`src/rtl/fetch_stage_pkg.sv`:
```
// Shared types and constants for the RVX10 fetch stage.
package fetch_stage_pkg;

  typedef enum logic [1:0] {
    StIdle,
    StWait,
    StHold,
    StDiscard
  } fetch_state_t;

  // addi x0,x0,0
  localparam logic [31:0] NOP_INSTR = 32'h0000_0013;

endpackage

```
`src/rtl/fetch_stage_if.sv`:
```
// Instruction-memory request/acknowledge channel between fetch and imem.
interface fetch_stage_if;

  logic        ImemReq;
  logic [31:0] ImemAddr;
  logic        ImemAck;
  logic [31:0] ImemRData;

  modport master (
    output ImemReq,
    output ImemAddr,
    input  ImemAck,
    input  ImemRData
  );

  modport slave (
    input  ImemReq,
    input  ImemAddr,
    output ImemAck,
    output ImemRData
  );

endinterface

```
`src/rtl/fetch_stage_if_id_reg.sv`:
```
// IF/ID pipeline register: reset > flush > stall > load > bubble.
module fetch_stage_if_id_reg
  import fetch_stage_pkg::*;
(
  input  logic        clk,
  input  logic        reset,
  input  logic        flush,
  input  logic        stall,
  input  logic        load,
  input  logic [31:0] instrIn,
  input  logic [31:0] pcIn,
  input  logic [31:0] pcPlus4In,
  output logic [31:0] instr,
  output logic [31:0] pc,
  output logic [31:0] pcPlus4,
  output logic        valid
);

  logic [31:0] instr_q;
  logic [31:0] pc_q;
  logic [31:0] pcPlus4_q;
  logic        valid_q;

  always_ff @(posedge clk) begin
    if (reset) begin
      instr_q   <= NOP_INSTR;
      pc_q      <= 32'h0;
      pcPlus4_q <= 32'h0;
      valid_q   <= 1'b0;
    end else if (flush) begin
      // Flush only kills the instruction; PC fields keep their old values.
      instr_q <= NOP_INSTR;
      valid_q <= 1'b0;
    end else if (stall) begin
      instr_q   <= instr_q;
      pc_q      <= pc_q;
      pcPlus4_q <= pcPlus4_q;
      valid_q   <= valid_q;
    end else if (load) begin
      instr_q   <= instrIn;
      pc_q      <= pcIn;
      pcPlus4_q <= pcPlus4In;
      valid_q   <= 1'b1;
    end else begin
      instr_q <= NOP_INSTR;
      valid_q <= 1'b0;
    end
  end

  assign instr   = instr_q;
  assign pc      = pc_q;
  assign pcPlus4 = pcPlus4_q;
  assign valid   = valid_q;

endmodule

```
`src/rtl/fetch_stage.sv`:
```
// RVX10 instruction fetch: owns PCF, issues one request at a time to a
// variable-latency imem, and feeds the IF/ID register.
module fetch_stage
  import fetch_stage_pkg::*;
#(
  parameter logic [31:0] RESET_PC = 32'h0000_0000
) (
  input  logic                 clk,
  input  logic                 reset,
  input  logic                 StallF,
  input  logic                 StallD,
  input  logic                 FlushD,
  input  logic                 PCSrcE,
  input  logic [31:0]          PCTargetE,
  fetch_stage_if.master        imem,
  output logic [31:0]          InstrD,
  output logic [31:0]          PCD,
  output logic [31:0]          PCPlus4D,
  output logic                 ValidD,
  output logic                 FetchBusyF
);

  fetch_state_t state_q, state_d;
  logic [31:0]  pcF_q, pcF_d;
  logic [31:0]  reqAddr_q, reqAddr_d;
  logic [31:0]  bufInstr_q, bufInstr_d;

  logic [31:0]  pcPlus4F;
  logic         available;
  logic [31:0]  availInstr;
  logic         deliver;

  always_comb begin
    pcPlus4F   = pcF_q + 32'd4;
    available  = ((state_q == StWait) && imem.ImemAck) || (state_q == StHold);
    availInstr = (state_q == StHold) ? bufInstr_q : imem.ImemRData;
    // A redirect always beats a stall and kills whatever is available.
    deliver    = available && !PCSrcE && !StallF;

    imem.ImemReq  = !reset && (state_q != StHold);
    imem.ImemAddr = (state_q == StIdle) ? pcF_q : reqAddr_q;
    FetchBusyF    = reset || !available;
  end

  always_comb begin
    state_d    = state_q;
    pcF_d      = pcF_q;
    reqAddr_d  = reqAddr_q;
    bufInstr_d = bufInstr_q;

    if (PCSrcE) begin
      pcF_d = PCTargetE;
    end else if (deliver) begin
      pcF_d = pcPlus4F;
    end

    unique case (state_q)
      StIdle: begin
        reqAddr_d = pcF_q;
        // The request goes out this cycle regardless, so a redirect must drop its response.
        state_d   = PCSrcE ? StDiscard : StWait;
      end
      StWait: begin
        if (imem.ImemAck) begin
          if (PCSrcE) begin
            state_d = StIdle;
          end else if (StallF) begin
            state_d    = StHold;
            bufInstr_d = imem.ImemRData;
          end else begin
            state_d = StIdle;
          end
        end else if (PCSrcE) begin
          state_d = StDiscard;
        end
      end
      StHold: begin
        if (PCSrcE || !StallF) begin
          state_d = StIdle;
        end
      end
      StDiscard: begin
        if (imem.ImemAck) begin
          state_d = StIdle;
        end
      end
      default: state_d = StIdle;
    endcase
  end

  always_ff @(posedge clk) begin
    if (reset) begin
      state_q    <= StIdle;
      pcF_q      <= RESET_PC;
      reqAddr_q  <= RESET_PC;
      bufInstr_q <= 32'h0;
    end else begin
      state_q    <= state_d;
      pcF_q      <= pcF_d;
      reqAddr_q  <= reqAddr_d;
      bufInstr_q <= bufInstr_d;
    end
  end

  fetch_stage_if_id_reg u_if_id_reg (
    .clk       (clk),
    .reset     (reset),
    .flush     (FlushD),
    .stall     (StallD),
    .load      (deliver),
    .instrIn   (availInstr),
    .pcIn      (pcF_q),
    .pcPlus4In (pcPlus4F),
    .instr     (InstrD),
    .pc        (PCD),
    .pcPlus4   (PCPlus4D),
    .valid     (ValidD)
  );

endmodule

```
`src/flat_wrapper.sv`:
```
// flat-port wrapper written by rule: the top's interface ports become plain ports
module fetch_stage_flat import fetch_stage_pkg::*;
#(
  parameter logic [31:0] RESET_PC = 32'h0000_0000
)
  (clk, reset, StallF, StallD, FlushD, PCSrcE, PCTargetE, InstrD, PCD, PCPlus4D, ValidD, FetchBusyF, imem_ImemReq, imem_ImemAddr, imem_ImemAck, imem_ImemRData);
  fetch_stage_if imem_i ();
  input  logic clk;
  input  logic reset;
  input  logic StallF;
  input  logic StallD;
  input  logic FlushD;
  input  logic PCSrcE;
  input  logic [31:0] PCTargetE;
  output logic [31:0] InstrD;
  output logic [31:0] PCD;
  output logic [31:0] PCPlus4D;
  output logic ValidD;
  output logic FetchBusyF;
  output wire logic [$bits(imem_i.ImemReq)-1:0] imem_ImemReq;
  output wire logic [$bits(imem_i.ImemAddr)-1:0] imem_ImemAddr;
  input wire logic [$bits(imem_i.ImemAck)-1:0] imem_ImemAck;
  input wire logic [$bits(imem_i.ImemRData)-1:0] imem_ImemRData;
  assign imem_ImemReq = imem_i.ImemReq;
  assign imem_ImemAddr = imem_i.ImemAddr;
  assign imem_i.ImemAck = imem_ImemAck;
  assign imem_i.ImemRData = imem_ImemRData;
  fetch_stage #(.RESET_PC(RESET_PC)) u_core (.clk(clk), .reset(reset), .StallF(StallF), .StallD(StallD), .FlushD(FlushD), .PCSrcE(PCSrcE), .PCTargetE(PCTargetE), .imem(imem_i), .InstrD(InstrD), .PCD(PCD), .PCPlus4D(PCPlus4D), .ValidD(ValidD), .FetchBusyF(FetchBusyF));
endmodule
```
`config.mk`:
```
export PLATFORM = sky130hd
export DESIGN_NAME = fetch_stage_flat
export DESIGN_NICKNAME = d
export VERILOG_FILES = /design/src/rtl/fetch_stage_pkg.sv /design/src/rtl/fetch_stage_if.sv /design/src/rtl/fetch_stage_if_id_reg.sv /design/src/rtl/fetch_stage.sv /design/src/flat_wrapper.sv
export SDC_FILE = /design/constraint.sdc
export NUM_CORES = 1
export LEC_CHECK = 0
export BUFFER_PORTS_ARGS = -buffer_cell sky130_fd_sc_hd__buf_2
export CORE_UTILIZATION = 58
export CTS_CLUSTER_DIAMETER = 100
export DETAILED_ROUTE_END_ITERATION = 12
export PLACE_DENSITY_LB_ADDON = 0.05
export SYNTH_ARGS = -nofsm -noshare
export SYNTH_HDL_FRONTEND = slang
export SYNTH_SLANG_ARGS = --single-unit
```
`constraint.sdc`:
```
create_clock -name clk -period 5.12 [get_ports clk]
set_input_delay 0.256 -clock clk [delete_from_list [all_inputs] [get_ports clk]]
set_output_delay 0.256 -clock clk [all_outputs]
set_load 0.01 [all_outputs]
```
==> Word-level counts from Yosys, hierarchy flattened <==
Index checks and enable logic that the tools add are counted.
{ "word_totals": {"regBits": 195, "inputBits": 71, "out_inout_bits": 131} }
{ "op_classes": {"n_addsub": 1, "eq_ne": 7, "n_mux": 14, "n_bitwise": 3, "reduce_logical": 17} }
{ "op_table": {"columns": ["op", "count"], "rows": [
  ["32-bit 2-to-1 mux", 5],
  ["32-bit by 3-bit adder with 32-bit output, second input constant", 1],
  ["2-bit 2-to-1 mux", 7],
  ["2-bit case mux with 4 select lines", 1],
  ["2-bit != test, second input constant", 3],
  ["3-bit AND reduction", 2],
  ["2-bit == test, second input constant", 2],
  ["1-bit logical AND", 4],
  ["1-bit zero test", 4],
  ["4-bit AND reduction", 1],
  ["1-bit logical OR", 3],
  ["3-bit != test, second input constant", 1],
  ["1-bit inverter", 3],
  ["2-bit by 1-bit == test with 1-bit output, second input constant", 1],
  ["2-bit zero test", 1],
  ["2-bit nonzero test", 1],
  ["2-bit OR reduction", 1],
  ["1-bit 2-to-1 mux", 1]
]} }

==> Depth between registers and ports, before layout <==
Gate-level depths: netlist of run 1.
{ "depth": {"depth_word": 7, "ltp_mapped": 8} }

==> Cells and area by module <==
A second synthesis of run 1 with hierarchy kept.
{ "hier_totals": {"cells_unflattened": 1102, "area_unflattened_um2": 9487.8} }
{ "modules_own_cells": {"columns": ["mod", "n_inst", "cells_each", "area_each_um2", "seq_area_each_um2"], "rows": [
  ["fetch_stage", 1, 678, 5260.0, 1961.9],
  ["fetch_stage_if_id_reg", 1, 424, 4227.8, 1941.9]
]} }

==> Worst setup path before layout of run 1 <==
No wires, ideal clock.
{ "synth_path": {"path_type": "reg-to-reg", "start": "register u_core.pcF_q[14]", "end": "register u_core.u_if_id_reg.pcPlus4_q[31] (netlist: u_core.u_if_id_reg.pcPlus4[31])", "setup_time_ns": 0.074, "arrival_ns": 2.185, "slack_ns": 2.861, "stages_incl_launch_ff": 8, "n_path_buf": 2, "path_cell_list": "dfxtp_1 clkbuf_1 nand4_1 or4_1 clkbuf_2 or4_1 or4b_1 o211ai_2"} }
{ "synth_between": {"elab_chain_len": 1} }
{ "synth_lines": {"columns": ["element", "line_no", "text"], "rows": [
  ["from (decl)", "fetch_stage.sv:24", "logic [31:0] pcF_q, pcF_d;"],
  ["from (signal assigned)", "fetch_stage.sv:99", "pcF_q <= pcF_d;"],
  ["32-bit by 3-bit adder with 32-bit output", "fetch_stage.sv:34", "pcPlus4F = pcF_q + 32'd4;"],
  ["to (signal assigned)", "fetch_stage_if_id_reg.sv:37", "pcPlus4_q <= pcPlus4_q;"],
  ["to (signal assigned)", "fetch_stage_if_id_reg.sv:42", "pcPlus4_q <= pcPlus4In;"],
  ["to (decl)", "fetch_stage_if_id_reg.sv:21", "logic [31:0] pcPlus4_q;"]
]} }
Every way passes these cells.
A chain may end at the register's enable or synchronous reset.

==> Worst setup path in the final report of run 1 <==
{ "layout_path": {"start": "register u_core.state_q[0]", "end": "register u_core.u_if_id_reg.pcPlus4_q[31] (netlist: u_core.u_if_id_reg.pcPlus4[31])"} }
{ "layout_between": {"elab_chain_len": 6} }
{ "layout_lines": {"columns": ["element", "line_no", "text"], "rows": [
  ["from (decl)", "fetch_stage.sv:23", "fetch_state_t state_q, state_d;"],
  ["from (signal assigned)", "fetch_stage.sv:93", "state_q <= StIdle;"],
  ["from (signal assigned)", "fetch_stage.sv:98", "state_q <= state_d;"],
  ["2-bit by 1-bit == test with 1-bit output", "fetch_stage.sv:35", "available = ((state_q == StWait) && imem.ImemAck) || (state_q == StHold);"],
  ["1-bit logical AND", "fetch_stage.sv:35", null],
  ["1-bit logical OR (*)", "fetch_stage.sv:35", null],
  ["1-bit logical AND (*) (2 in a row)", "fetch_stage.sv:38", "deliver = available && !PCSrcE && !StallF;"],
  ["3-bit AND reduction (no source line) (*)", null, null]
]} }
Mark *: on every way between the ends. The rest lies on a longest branch, timed or not.

==> results of run 1 <==
routing by layer:
layer / wire length (um) / up-vias / global-route usage (%)
met5: 13 / - / 0
met4: 382 / 2 / 9.88
met3: 1220 / 28 / 6.30
met2: 9500 / 219 / 44.8
met1: 9390 / 3379 / 38.4
li1: - / 3601 / -
synthesized netlist by cell type (2+ instances only):
master / number / area share, %
nor2b_1: 33 / 2.5
a2bb2oi_1: 29 / 3.1
a32oi_1: 2 / 0.21
nand3_1: 19 / 1.2
or4_1: 3 / 0.27
nor2_1: 94 / 4.3
buf_1: 6 / 0.27
dfxtp_1: 193 / 47
a222oi_1: 2 / 0.24
a211oi_1: 37 / 3.4
nand2b_1: 2 / 0.15
a22oi_1: 2 / 0.18
inv_1: 6 / 0.27
mux2i_1: 32 / 3.9
buf_2: 12 / 0.73
buf_4: 3 / 0.27
xor2_1: 18 / 1.9
o21ai_0: 9 / 0.55
a21boi_0: 2 / 0.18
xnor2_1: 16 / 1.7
o31a_1: 2 / 0.21
a21oi_1: 97 / 5.9
nand3b_1: 2 / 0.18
nand2_1: 168 / 7.7
clkbuf_1: 66 / 3.0
and3_1: 11 / 0.84
nor3_1: 10 / 0.61
o22ai_1: 9 / 0.68
nand4_1: 11 / 0.84
and4_1: 2 / 0.21
or2_2: 3 / 0.23
mux2_2: 34 / 4.6
nor4_1: 12 / 0.91
o211ai_1: 3 / 0.27
logic make-up after synthesis:
group,count (synthesis),share of synthesized area (%)
multiplexers,66,8.54
XOR/XNOR,34,3.62
buffers and inverters,94,4.62
AND/OR/NAND/NOR,376,20.6
adder cells (fa/ha/maj),1,0.152
flip-flops,193,46.9
AO/OA/AOI/OAI,200,15.6
layout make-up:
class	count	area share (%)
Sequential cell	193	39.4
Clock inverter	8	1.30
Clock buffer	24	4.91
Multi-Input combinational cell	677	40.9
Tap cell	180	2.29
Inverter	6	0.229
Timing Repair Buffer	210	11.0
sequential cells by signal, summed over array words and instances (netlist names):
name                        flops
u_core.bufInstr_q              32
u_core.pcF_q                   32
u_core.reqAddr_q               32
u_core.u_if_id_reg.instr       32
u_core.u_if_id_reg.pc          32
u_core.u_if_id_reg.pcPlus4     30
u_core.state_q                  2
u_core.u_if_id_reg.valid        1
worst paths after layout:
path,endpoint,cells past startpoint
max,u_core.u_if_id_reg.pcPlus4[31],5
min,u_core.pcF_q[1],3
max reg2reg,u_core.u_if_id_reg.pcPlus4[31],5
min reg2reg,u_core.u_if_id_reg.pc[20],2
stage by stage:
stage | hold slack, ps | area, um2 | util [%]
3_5_place_dp | 443 | 9210 | 66.3
6_report | 65.3 | 9820 | 70.7
5_1_grt | 67.6 | 9820 | 70.7
3_3_place_gp | 439 | 9210 | 66.3
2_1_floorplan | 371 | 8240 | -
4_1_cts | 53.0 | 9820 | 70.7
worst max-delay path, delay by kind of cell (launching register included):
family,cells,cell delay (ps)
flip-flops,1,460
AO/OA/AOI/OAI,2,920
AND/OR/NAND/NOR,3,1300
power groups by stage:
stage	clock network (W)	logic [W]	registers [W]
2_1_floorplan	0	0.000238	0.00160
3_3_place_gp	0	0.000324	0.00162
3_5_place_dp	0	0.000325	0.00162
4_1_cts	0.00139	0.000328	0.00159
5_1_grt	0.00144	0.000358	0.00159
6_report	0.00137	0.000327	0.00159
==> metrics.md, run 1 <==
| Metric | Value |
|---|---|
| Vias in the first global route | between 6000 and 7000 |
| CTS max path bufs | 2 |
| GR Overflow Total | 0 |
| Multi-input gate area | ~4000 um2 |
| WL final | 20.5 mm |
| Reg2Reg Launch Point | u_core.state_q[0] |
| DRT iter0 DRCs | 560 |
| H-tree depth | 4 |
| Largest net degree at the start of global routing | between 80 and 90 |
| Initial antenna violation count | 1 |
| ANT nets after route | 0 |
| Power Internal | roughly 0.0025 W |
| Cts hold-fix bufs | 0 |
| Final GP Congestion | about 0.81 |
| Clock-pin slew on the worst setup and hold paths | ~70 ps |
| Number of clock sinks | approximately 190 |
| Crit path cell chain | nand3b_1 > a211oi_2 > nand2b_1 > or4b_1 > o211ai_2 |
| Mapped Avg Cell Area | 8.54 um2 |
| Final hold viol count | 0 |
| Tightest Pin Transition | 1100 ps |
| Min-Delay Startpoint | PCTargetE[1] |
| Ys async rst share | 0% |
| Setup ws final | roughly 2400 ps |
| CTS tree | yes |
| Skew final | roughly 6.5 ps |
| Setup violations, final | 0 |
| Die Wd | 121 um |
| Core Box Area | 13900 um2 |
| Global-route wire length before repair | around 33 mm |
| Worst R2R Setup Slack | between 2000 and 2500 ps |
| Warnings, synthesis | 0 |
| Slew headroom | 26.2% |
| P per Cell Area | 335 nW/um2 |
| Layout cells sized above 1 | between 20% and 30% |
| Fin cells | ~1300 |
| Post-Syn Instances | 964 |
| Syn_nets | around 1000 |
| Crit path required time | ~5500 ps |
| Number of cell rows | 43 |
| Combinational power share | between 10% and 20% |
| TNS Setup | 0 ps |
| Fill count | around 1200 |
| CP max stage delay | ~850 ps |
| Antenna Cells | 0 |
| Port bufs | 201 |
| Crit path capture type | register |
| Worst-Skew Late Latency | 430 ps |
| Maximum VDD drop | 0.231 mV |
| Top_reg_cell synth | dfxtp_1 |
| Initial core utilization | 59.3% |
| Synth Register Bits | about 190 |
| Cell total after placement | approximately 1300 |
| Mapped Area | between 8000 and 9000 um2 |
| FF+latch area | 3860 um2 |
| Wirelength per Cell | between 15 and 20 um |
| Most common cell after layout, fill and taps aside | buf_2 |
| TritonRoute pass-1 iters | 5 |
| DPL Wire Length | between 10 and 15 mm |
| Drt via density | 5.57 |
| Hold WC Path Type | in -> reg |
| CP Launch Type | register |
| Fin nets | between 1000 and 1500 |
| Cts bufs inserted | 17 |
| Crit Path Category | reg -> reg |
| Setup bufs post-CTS | 0 |
| Maxcap violations | 0 |
| RSZ-0062 raised after global routing | false |
| Vias | 7229 |
| WP data arrival | about 3100 ps |
| Post-synthesis sequential area ratio | between 40% and 50% |
| Worst slack, placed | 2410 ps |
| Die span in y | roughly 120 um |
| CP startpoint | u_core.state_q[0] |
| Sequential power share | approximately half |
| Die footprint | around 15000 um2 |
| Most frequent cells in the layout | buf_2 (200), dfxtp_1 (193), nand2_1 (168) |
| Clock Power Share | 41.8% |
| Final min period | between 2000 and 3000 ps |
| Max Fclk | around 0.36 GHz |
| CP max stage cell | a211oi_2 |
| Clk root buf | clkbuf_16 |
| GRT Util Overall | about 28% |
| Top Ports | 202 |
| CP Max Fanout | 13 |
| Status | finished clean |
| Final Cycle Share | 53.8% |
| Leak | about 4.1 nW |
| Drt drc | 0 |
| Fin. max-slew vios | 0 |
| Sw frac | about a quarter |
| Distinct cell type count after synthesis | 48 |
| Tot Pwr | about 0.0033 W |
| PostCTS Resize Cnt | 0 |
| Syn-to-layout area delta | 19.2% |
| Net Switching | approximately 0.00079 W |
| EDFF count, synth | 0 |
Note: power is estimated with default switching activity, not from simulation.
==> run 2: changes to the inputs <==
- CORE_UTILIZATION: 58 -> 48
- clock period: 5.12 -> 2.2 ns (I/O delays scaled with it)
==> run 2 against run 1 <==
  * Final area increased by 11%
  * Fmax increased by 31%
  * Combinational power increased to 3.0 times the previous value
  * Sequential share of layout area decreased by 4.0 points
  * Via count increased by 5.2%
==> metrics.md, run 2 (synthesis gave the netlist of run 1 again) <==
| Metric | Value |
|---|---|
| Largest net degree at the start of global routing | 100 (+14%) |
| Leak | 4.66 nW (+13%) |
| Fin util | 65.7% (-5.0 points) |
| Fin cells | 1455 (+12%) |
| Most frequent cells in the layout | buf_2 (200), dfxtp_1 (191), nand2_1 (168) |
| RSZ-0062 raised after global routing | false |
| H-tree depth | 4 (unchanged) |
| Fin. max-slew vios | 0 (unchanged) |
| Skew final | 7.29 ps (+0.804 ps) |
| Worst-Skew Late Latency | 430 ps (about the same) |
| Die span in y | 133 um (+9.8%) |
| Clock Power Share | 40.3% (-1.5 points) |
| Die footprint | 17700 um2 (+20%) |
| TNS Setup | 0 ps (unchanged) |
| Layout cells sized above 1 | 27.1% (+1.9 points) |
| Tightest Pin Transition | 634 ps (-466 ps) |
| Core Box Area | 16600 um2 (+20%) |
| GRT Util Overall | 25.9% (-2.6 points) |
| DRT iter0 DRCs | 425 (-24%) |
| Slew headroom | 57.8% (+32 points) |
| Maximum VDD drop | 0.558 mV (+140%) |
| CP Max Fanout | 6 (-7) |
| Sw frac | 24.2% (+0.18 points) |
| Setup bufs post-CTS | 0 (unchanged) |
| Drt drc | 0 (unchanged) |
| CTS max path bufs | 2 (unchanged) |
| P per Cell Area | 709 nW/um2 (+110%) |
| CTS tree | yes |
| Hold WC Path Type | in -> reg |
| Final min period | 2110 ps (-646 ps) |
| GR Overflow Total | 0 (unchanged) |
| Final hold viol count | 0 (unchanged) |
| Fin nets | 1295 (+10%) |
| PostCTS Resize Cnt | 0 (unchanged) |
| TritonRoute pass-1 iters | 6 (+1) |
| Setup violations, final | 0 (unchanged) |
| Initial core utilization | 49.5% (-9.8 points) |
| Cts hold-fix bufs | 67 (+67) |
| Top Ports | 202 (unchanged) |
| Cell area after placement | 9670 um2 (+5.1%) |
| Wirelength per Cell | 15.3 um (-2.9%) |
| Net Switching | 0.00188 W (+140%) |
| Cell total after placement | 1357 (+7.2%) |
| DPL Wire Length | 14.7 mm (+10%) |
| Die Wd | 133 um (+9.8%) |
| Max Fclk | 0.474 GHz (+31%) |
| Sequential power share | 47.0% (-1.3 points) |
| Syn-to-layout area delta | 32.7% |
| Most common cell after layout, fill and taps aside | buf_2 |
| Initial antenna violation count | 1 (unchanged) |
| ANT nets after route | 0 (unchanged) |
| Crit Path Category | reg -> reg |
| Crit path capture type | register |
| Crit path required time | 2560 ps (-2920 ps) |
| Clk root buf | clkbuf_16 |
| Port bufs | 201 (unchanged) |
| Combinational power share | 12.7% (+2.7 points) |
| Clock-pin slew on the worst setup and hold paths | 70 ps (about the same) |
| WP data arrival | 2470 ps (-650 ps) |
| Power Internal | 0.00587 W (+140%) |
| Vias in the first global route | 7281 (+9.8%) |
| Global-route wire length before repair | 36.8 mm (+12%) |
| CP Launch Type | register |
| Multi-input gate area | 4020 um2 (+0.12%) |
| Fill count | 1489 (+25%) |
| Final Cell Area | 10900 um2 (+11%) |
| Final Cycle Share | 95.9% (+42 points) |
| Vias | 7608 (+5.2%) |
| Maxcap violations | 0 (unchanged) |
| Number of clock sinks | 193 (unchanged) |
| Cts bufs inserted | 17 (unchanged) |
| WL final | 22.3 mm (+8.9%) |
| Number of cell rows | 47 (+9.3%) |
| FF+latch area | 3870 um2 (about the same) |
| Status | finished clean |
| Final GP Congestion | 0.828 (+2.3%) |
| Drt via density | 5.23 (-6.1%) |
[run 2: worst paths after layout]
path,cells past startpoint,slack (ps),startpoint,endpoint
max reg2reg,5,90,u_core.pcF_q[8],u_core.u_if_id_reg.pcPlus4[31]
max,5,90,u_core.pcF_q[8],u_core.u_if_id_reg.pcPlus4[31]
min reg2reg,2,450,u_core.u_if_id_reg.pc[24],u_core.u_if_id_reg.pc[24]
min,3,20,PCTargetE[15],u_core.pcF_q[15]
[run 2: worst max-delay path, stage by stage, from the launching register on]
cell	delay, ps
dfxtp_2	400
nand4_4	130
or4_1	540
or4_1	420
or4b_1	490
o211ai_2	70
[run 2: power by group through the flow]
stage	clock network, W	logic, W	registers (W)
floorplan	0	0.000557	0.00372
global placement	0	0.000891	0.00372
detailed placement	0	0.000890	0.00372
CTS	0.00318	0.000982	0.00364
global route	0.00329	0.00107	0.00365
finish	0.00312	0.000982	0.00364
[run 2: cell type report]
type                    instances  share of cell area [%]
diodes                          1                  0.0229
clock buffers                  21                    4.12
clock inverters                 9                    1.24
well taps                     220                    2.52
multi-input cells             677                    36.8
flip-flops and latches        193                    35.4
repair buffers                328                    19.7
inverters                       6                   0.206
[run 2: per-stage QoR]
stage | hold slack, ps | power [W] | setup slack, ps
6_report | 24.7 | 0.00775 | 90.2
3_5_place_dp | 364 | 0.00461 | 95.3
2_1_floorplan | 225 | 0.00427 | 10.6
4_1_cts | 9.54 | 0.00780 | 72.2
5_1_grt | 52.4 | 0.00801 | 4.36
3_3_place_gp | 351 | 0.00461 | 131
[run 2: per-layer routing]
| metal | GRT usage (%) | share of wire, % |
|---|---|---|
| met2 | 42.2 | 47 |
| met5 | 0 | 0 |
| met4 | 8.62 | 1.9 |
| met3 | 5.13 | 4.8 |
| met1 | 34.2 | 47 |
==> run 3: changes to the inputs <==
- CORE_UTILIZATION: 48 -> 53
- clock period: 2.2 -> 2.15 ns (I/O delays scaled with it)
==> run 3 against run 2 <==
  * Flip-flop and latch count is the same
  * Clock power is 1% higher
  * Clock skew rose by 1.3 ps
  * Sequential power increased by 2%
  * Routed wire length rose by 1.2%
  * Global-route usage grew 2.7 points
  * Non-clock buffer count unchanged
  * Worst hold slack worse by 2.1 ps
  * Critical endpoint unchanged
==> metrics.md, run 3 (synthesis gave the netlist of run 1 again) <==
| Metric | Value |
|---|---|
| CTS max path bufs | 2 (unchanged) |
| RSZ-0062 raised after global routing | false |
| TritonRoute pass-1 iters | 5 (-1) |
| Initial core utilization | 54.2% (+4.7 points) |
| Tightest Pin Transition | 663 ps (+28.9 ps) |
| Crit path capture type | register |
| Cts bufs inserted | 17 (unchanged) |
| Final hold viol count | 0 (unchanged) |
| Die span in y | 127 um (-4.8%) |
| ANT nets after route | 0 (unchanged) |
| Die Wd | 127 um (-4.8%) |
| Worst slack, placed | 119 ps (+24.2 ps) |
| Number of cell rows | 45 (-4.3%) |
| Max Fclk | 0.489 GHz (+3.2%) |
| Number of clock sinks | 193 (unchanged) |
| GR Overflow Total | 0 (unchanged) |
| Status | finished clean |
| Slew headroom | 55.8% (-1.9 points) |
| CP Max Fanout | 2 (-4) |
| Maximum VDD drop | 0.586 mV (+4.9%) |
| GRT met3 Usage | 5.74% (+0.60 points) |
| CP Launch Type | register |
| DRT iter0 DRCs | 571 (+34%) |
| CTS tree | yes |
| Tot Pwr | 0.00791 W (+2.1%) |
| Setup ws final | 106 ps (+15.9 ps) |
| Crit path required time | 2510 ps (-50 ps) |
| GRT Util Overall | 28.6% (+2.7 points) |
| Clk root buf | clkbuf_16 |
| WL final | 22.6 mm (+1.2%) |
| Drt drc | 0 (unchanged) |
| Worst-Skew Late Latency | 430 ps (about the same) |
| Wirelength per Cell | 15.9 um (+3.4%) |
| Fin nets | 1295 (unchanged) |
| Worst R2R Setup Slack | 110 ps (+20 ps) |
| Most common cell after layout, fill and taps aside | buf_2 |
| Core Box Area | 15200 um2 (-8.7%) |
| Skew final | 8.60 ps (+1.31 ps) |
| P per Cell Area | 723 nW/um2 (+2.1%) |
| Syn-to-layout area delta | 32.7% (unchanged) |
| DPL Wire Length | 14.5 mm (-1.4%) |
| H-tree depth | 4 (unchanged) |
| M1 GR Usage | 37.2% (+3.0 points) |
| Leak | 4.66 nW (about the same) |
| Die footprint | 16000 um2 (-9.3%) |
| Fin. max-slew vios | 0 (unchanged) |
| Vias | 7748 (+1.8%) |
| Layout cells sized above 1 | 27.8% (+0.63 points) |
| Crit Path Category | reg -> reg |
| Hold WC Path Type | in -> reg |
| TNS Setup | 0 ps (unchanged) |
| Initial antenna violation count | 1 (unchanged) |
| Final GP Congestion | 0.839 (+1.3%) |
| Global-route wire length before repair | 36.4 mm (-1.1%) |
| Cell total after placement | 1326 (-2.3%) |
| Top Ports | 202 (unchanged) |
| Setup violations, final | 0 (unchanged) |
| Most frequent cells in the layout | buf_2 (200), dfxtp_1 (190), nand2_1 (168) |
| Grt peak-use layer | met2 |
| GR Util met2 | 46.7% (+4.5 points) |
| Largest net degree at the start of global routing | 97 (-3.0%) |
| Port bufs | 201 (unchanged) |
| Final Cycle Share | 95.1% (-0.83 points) |
| Drt via density | 5.44 (+4.1%) |
| WP data arrival | 2410 ps (-60 ps) |
| Clock-pin slew on the worst setup and hold paths | 70 ps (about the same) |
| Maxcap violations | 0 (unchanged) |
| Vias in the first global route | 7278 (-0.041%) |
| Final min period | 2040 ps (-65.9 ps) |
| Fin cells | 1424 (-2.1%) |
| Hold slack | 22.7 ps (-2.08 ps) |
## run 3: worst paths after layout
kind | depth (start not counted) | to | from
min reg2reg | 2 | u_core.u_if_id_reg.pc[8] | u_core.u_if_id_reg.pc[8]
max | 5 | u_core.u_if_id_reg.pcPlus4[31] | u_core.pcF_q[6]
max reg2reg | 5 | u_core.u_if_id_reg.pcPlus4[31] | u_core.pcF_q[6]
min | 3 | u_core.pcF_q[29] | PCTargetE[29]
## run 3: per-stage QoR
stage	area [um2]	util, %
after global placement	9650	63.5
final	10900	71.9
after detailed placement	9650	63.5
after floorplan	8260	-
after global routing	10900	71.9
after CTS	10900	71.6
## run 3: layout make-up
| class | instances | area [um2] |
|---|---|---|
| clock buffers | 23 | 478 |
| inverters | 6 | 22.5 |
| fillers | 1262 | 4270 |
| multi-input cells | 677 | 4060 |
| flip-flops and latches | 193 | 3870 |
| clock inverters | 8 | 104 |
| well taps | 188 | 235 |
| repair buffers | 328 | 2170 |
| diodes | 1 | 2.50 |
## run 3: power by group
| group | leakage [nW] | switching, W | internal [W] |
|---|---|---|---|
| sequential | 1.57 | 0.0000629 | 0.00367 |
| combinational | 2.81 | 0.000523 | 0.000490 |
| clock | 0.284 | 0.00135 | 0.00180 |
| total | 4.66 | 0.00194 | 0.00597 |
## run 3: layer usage
metal / vias up / wire length, um
met3: 43 / 1210
met1: 3616 / 10200
met5: - / 0
met4: 0 / 532
li1: 3841 / -
met2: 248 / 10700
## run 3: timing repair
| item | 4_1_cts | 5_1_grt |
|---|---|---|
| pin swaps | 0 | 1 |
| resized for setup | 1 | 5 |
| buffers inserted | 0 | 1 |
| hold endpoints to repair | 72 | 0 |
| hold buffers | 65 | 0 |
| cloned | 0 | 0 |
| endpoints found under the setup margin | 1 | 23 |
## run 3: worst max-delay path: stages, from the launching register on
cell and delay (ps):
dfxtp_1 370, nand4_4 110, or4_1 540, or4_1 400, or4b_1 490, o211ai_2 70
